**src/rtl/countdown_timer_if.sv**
```systemverilog
// Load handshake, run controls and status outputs of the countdown timer.
// The master drives loads and controls; the slave (the timer) drives status.
interface countdown_timer_if #(
    parameter int unsigned WIDTH = 8
);
    logic             load_valid;
    logic [WIDTH-1:0] load_value;
    logic             load_ready;
    logic             enable;
    logic             auto_reload;
    logic             abort;
    logic [WIDTH-1:0] count;
    logic             busy;
    logic             done;
    logic [7:0]       expire_count;

    modport master (
        output load_valid, load_value, enable, auto_reload, abort,
        input  load_ready, count, busy, done, expire_count
    );

    modport slave (
        input  load_valid, load_value, enable, auto_reload, abort,
        output load_ready, count, busy, done, expire_count
    );
endinterface

```
**src/rtl/countdown_timer.sv**
```systemverilog
// Loadable down-counter with one-cycle expiry pulse, optional auto-reload,
// abort, and a free-running 8-bit expiry tally.
module countdown_timer #(
    parameter int unsigned WIDTH = 8
) (
    input  logic              clk,
    input  logic              reset,
    countdown_timer_if.slave  tmr
);

    typedef enum logic [1:0] {
        IDLE,
        RUN,
        EXPIRE
    } state_e;

    state_e           state_q, state_d;
    logic [WIDTH-1:0] count_q, count_d;
    logic [WIDTH-1:0] reload_q, reload_d;
    logic [7:0]       expire_cnt_q, expire_cnt_d;

    always_ff @(posedge clk) begin
        if (reset) begin
            state_q      <= IDLE;
            count_q      <= '0;
            reload_q     <= '0;
            expire_cnt_q <= '0;
        end else begin
            state_q      <= state_d;
            count_q      <= count_d;
            reload_q     <= reload_d;
            expire_cnt_q <= expire_cnt_d;
        end
    end

    always_comb begin
        state_d      = state_q;
        count_d      = count_q;
        reload_d     = reload_q;
        expire_cnt_d = expire_cnt_q;

        unique case (state_q)
            IDLE: begin
                if (tmr.load_valid) begin
                    reload_d = tmr.load_value;
                    count_d  = tmr.load_value;
                    state_d  = (tmr.load_value != '0) ? RUN : EXPIRE;
                end
            end

            RUN: begin
                if (tmr.abort) begin
                    state_d = IDLE;
                    count_d = '0;
                end else if (tmr.enable) begin
                    // count<=1 lands on 0 in EXPIRE, so the decrement never wraps
                    if (count_q <= WIDTH'(1)) begin
                        count_d = '0;
                        state_d = EXPIRE;
                    end else begin
                        count_d = count_q - WIDTH'(1);
                    end
                end
            end

            EXPIRE: begin
                expire_cnt_d = expire_cnt_q + 8'd1;
                if (tmr.abort || !tmr.auto_reload) begin
                    state_d = IDLE;
                    count_d = '0;
                end else if (reload_q != '0) begin
                    state_d = RUN;
                    count_d = reload_q;
                end else begin
                    state_d = EXPIRE;
                    count_d = '0;
                end
            end

            default: begin
                state_d = IDLE;
                count_d = '0;
            end
        endcase
    end

    assign tmr.load_ready   = (state_q == IDLE);
    assign tmr.busy         = (state_q != IDLE);
    assign tmr.done         = (state_q == EXPIRE);
    assign tmr.count        = count_q;
    assign tmr.expire_count = expire_cnt_q;

endmodule

```
**src/flat_wrapper.sv**
```systemverilog
// flat-port wrapper written by rule: the top's interface ports become plain ports
module countdown_timer_flat 
#(
    parameter int unsigned WIDTH = 8
)
  (clk, reset, tmr_load_valid, tmr_load_value, tmr_enable, tmr_auto_reload, tmr_abort, tmr_load_ready, tmr_count, tmr_busy, tmr_done, tmr_expire_count);
  countdown_timer_if #(.WIDTH(WIDTH)) tmr_i ();
  input  logic clk;
  input  logic reset;
  input wire logic [$bits(tmr_i.load_valid)-1:0] tmr_load_valid;
  input wire logic [$bits(tmr_i.load_value)-1:0] tmr_load_value;
  input wire logic [$bits(tmr_i.enable)-1:0] tmr_enable;
  input wire logic [$bits(tmr_i.auto_reload)-1:0] tmr_auto_reload;
  input wire logic [$bits(tmr_i.abort)-1:0] tmr_abort;
  output wire logic [$bits(tmr_i.load_ready)-1:0] tmr_load_ready;
  output wire logic [$bits(tmr_i.count)-1:0] tmr_count;
  output wire logic [$bits(tmr_i.busy)-1:0] tmr_busy;
  output wire logic [$bits(tmr_i.done)-1:0] tmr_done;
  output wire logic [$bits(tmr_i.expire_count)-1:0] tmr_expire_count;
  assign tmr_i.load_valid = tmr_load_valid;
  assign tmr_i.load_value = tmr_load_value;
  assign tmr_i.enable = tmr_enable;
  assign tmr_i.auto_reload = tmr_auto_reload;
  assign tmr_i.abort = tmr_abort;
  assign tmr_load_ready = tmr_i.load_ready;
  assign tmr_count = tmr_i.count;
  assign tmr_busy = tmr_i.busy;
  assign tmr_done = tmr_i.done;
  assign tmr_expire_count = tmr_i.expire_count;
  countdown_timer #(.WIDTH(WIDTH)) u_core (.clk(clk), .reset(reset), .tmr(tmr_i));
endmodule
```
**config.mk**
```make
export PLATFORM = sky130hd
export DESIGN_NAME = countdown_timer_flat
export DESIGN_NICKNAME = d
export VERILOG_FILES = /design/src/rtl/countdown_timer_if.sv /design/src/rtl/countdown_timer.sv /design/src/flat_wrapper.sv
export SDC_FILE = /design/constraint.sdc
export NUM_CORES = 1
export LEC_CHECK = 0
export CORE_MARGIN = 2
export CORE_UTILIZATION = 40
export CTS_CLUSTER_SIZE = 40
export DETAILED_ROUTE_END_ITERATION = 10
export PLACE_DENSITY = 0.72
export SLEW_MARGIN = 20
export SYNTH_ARGS = -nofsm -noshare
export SYNTH_HDL_FRONTEND = slang
export SYNTH_SLANG_ARGS = --single-unit
export TNS_END_PERCENT = 30
```
**constraint.sdc**
```tcl
create_clock -name clk -period 1.8 [get_ports clk]
set_clock_uncertainty 0.1 [all_clocks]
set_input_delay 0.45 -clock clk [delete_from_list [all_inputs] [get_ports clk]]
set_output_delay 0.45 -clock clk [all_outputs]
set_load 0.01 [all_outputs]
```
==> impl_metrics.env <==
export IMPL_status="completed"
export IMPL_syn_nets=176
export IMPL_grt_usage=0.216
export IMPL_final_util=0.657
export IMPL_end_kind="flip-flop"
export IMPL_synth_area_top_cells="dfxtp_1 37%, mux2i_1 7.8%, nor2_1 5.8%"
export IMPL_postCtsHoldBufs=0
export IMPL_die_x_um=63.6
export IMPL_seq_area_um2=562
export IMPL_place_hpwl_mm=3.06
export IMPL_clock_fmax_mhz=563
export IMPL_worstSkewPairLatency_ns=0.32
export IMPL_ys_warn_count=0
export IMPL_clock_sinks=26
export IMPL_initial_core_util=0.422
export IMPL_leakage_nw=1.05
export IMPL_synth_seq_cells=26
export IMPL_drc=0
export IMPL_post_drt_wl_per_cell_um=16.0
export IMPL_synth_async_reset_ratio=0
export IMPL_cts_path_max_buffers=2
export IMPL_synth_edff_count=0
export IMPL_avgSynthCellArea_um2=8.93
export IMPL_die_area_um2=4040
export IMPL_seqPwrFrac=0.428
export IMPL_setup_viol=0
export IMPL_grt_max_degree=19
export IMPL_syn_inst=159
export IMPL_dieHeight_um=63.6
export IMPL_layoutNonFillerInstCount=270
export IMPL_p_switching_mw=0.489
export IMPL_synth_ff_type="dfxtp_1"
export IMPL_crit_path_start_kind="flip-flop"
export IMPL_area_delta_synth_final_pct=55.5
export IMPL_place_ws_ns=-0.407
export IMPL_route_detailed_vias_per_inst=5.66
export IMPL_rows=21
export IMPL_cts_buffers=3
export IMPL_netlist_cell_type_count=51
export IMPL_powerDensity_nw_per_um2=690
export IMPL_yosysMostFrequentCell="dfxtp_1"
export IMPL_gp_congestion=0.950
export IMPL_worstPathMaxFanout=7
export IMPL_yosysSeqAreaShare=0.367
export IMPL_max_cap_violations=0
export IMPL_p_int_mw=1.03
export IMPL_cp_required_ns=1.98
export IMPL_diodes=0
export IMPL_relSlewSlack=0.716
export IMPL_grt_overflow_total=0
export IMPL_ant_nets=0
export IMPL_worst_pin_slew_ns=0.425
export IMPL_min_path_type="in -> reg"
export IMPL_fillers=306
export IMPL_multi_input_area_um2=928
export IMPL_fin_ws_ns=0.0235
export IMPL_firstDrtPassIters=4
export IMPL_h_tree_depth=1
export IMPL_clkPwrFrac=0.201
export IMPL_rsz0062_at_grt="yes"
export IMPL_post_route_period_util=0.987
export IMPL_arrival_ns=1.96
export IMPL_post_synth_instance_area_um2=1420
export IMPL_peakVddDrop_mv=0.341
export IMPL_grt_pass1_vias=1543
export IMPL_synth_area_leader_cell="dfxtp_1"
export IMPL_num_io_pins=33
export IMPL_holdWs_ns=0.380
export IMPL_swShare=0.321
export IMPL_io_buffer_count=32
export IMPL_pwr_share_comb=0.371
export IMPL_core_area_um2=3360
export IMPL_crit_type="reg -> reg"
export IMPL_layout_drive_gt1_share=0.362
export IMPL_tns_ns=0
export IMPL_antenna_found_initial=0
export IMPL_hold_viol_final=0
export IMPL_maxSlewViolCount=0
export IMPL_finalCriticalPeriod_ns=1.78
export IMPL_dr_total_vias=1528
export IMPL_root_buffer="clkbuf_4"
export IMPL_clk_pin_slew_worst_paths_ns=0.15
export IMPL_totalWireLength_mm=4.32
export IMPL_synth_top_cell_area_share=0.367
export IMPL_grt_pass1_wl_mm=6.89
export IMPL_synth_common_cells="26 x dfxtp_1, 22 x nor2_1, 11 x mux2i_1"
export IMPL_finalNetCount=242
export IMPL_dp_cells=262
export IMPL_cts_tree="done"
export IMPL_drtIter0Drc=92
[worst paths after layout]
kind	from	end	slack (ns)	cells after the start
min reg2reg	u_core.tmr.count[6]	u_core.tmr.count[6]	0.41	1
min	tmr_enable	u_core.tmr.count[7]	0.38	3
max	u_core.state_q[1]	u_core.tmr.count[4]	0.02	5
max reg2reg	u_core.state_q[1]	u_core.tmr.count[4]	0.02	5
[power groups by stage]
stage | Sequential [mW] | Combinational (mW) | Clock (mW)
finish | 0.653 | 0.565 | 0.306
global route | 0.658 | 0.603 | 0.340
CTS | 0.650 | 0.511 | 0.314
detailed placement | 0.668 | 0.490 | 0
global placement | 0.665 | 0.475 | 0
floorplan | 0.668 | 0.247 | 0
[metrics by stage]
stage	total power [mW]	area (um2)
global route	1.60	2210
global placement	1.14	2010
detailed placement	1.16	2010
CTS	1.47	2110
floorplan	0.916	1420
finish	1.52	2210
[registers in the layout, summed over array words and instances, names as in the netlist]
signal / flops
u_core.reload_q: 8
u_core.state_q: 2
u_core.tmr.count: 8
u_core.tmr.expire_count: 8
[placed cells by master (no fill, tap or decap), types with 3 or more instances in the layout]
cell and count:
buf_4 38, nor2_1 21, dlygate4sd2_1 12, mux2i_1 11, clkdlybuf4s50_1 10, dfxtp_1 9, dfxtp_2 9, dlymetal6s2s_1 8
dfxtp_4 8, a22oi_1 7, xor2_1 6, nand2_1 5, nand4_1 5, nor4_1 4, o21ai_0 4, inv_1 3
o31a_1 3, and3_1 3, clkbuf_4 3
[area by class of cell]
type	count	share of cell area
clock buffers	4	0.0164
multi-input cells	119	0.420
inverters	5	0.00850
repair buffers	70	0.274
well taps	46	0.0261
flip-flops and latches	26	0.254
[cell families (layout without fill, tap and decap cells)]
family          count (synthesis)  in the layout  synth area share
compound gates                 40             40             0.210
xor+xnor                        7              7            0.0432
fa+ha+maj                       3              3            0.0264
buf+inv                        14             79            0.0476
flops                          26             26             0.367
mux                            11             11            0.0775
simple gates                   58             58             0.229
[critical path, cell delays in order, from the launching register on]
cell	delay, ns
dfxtp_4	0.40
buf_4	0.15
o21bai_1	0.19
a211o_4	0.38
o41ai_2	0.33
a22o_2	0.19
[metal layers]
metal / vias up / part of all wire / global-route usage / wire length (um)
met2: 60 / 0.53 / 0.400 / 2270
met5: - / 0 / 0 / 0
li1: 725 / - / - / -
met3: 8 / 0.049 / 0.0357 / 212
met4: 0 / 0.021 / 0.0978 / 90
met1: 735 / 0.40 / 0.238 / 1750
[repair_timing]
item                                    in CTS  in global routing
gates resized for setup                     43                 26
cloned                                       0                  0
endpoints found under the setup margin      27                 17
setup buffers                                3                  1
pin swaps                                    0                  8
No activity file was read; power rests on OpenSTA's default activity.
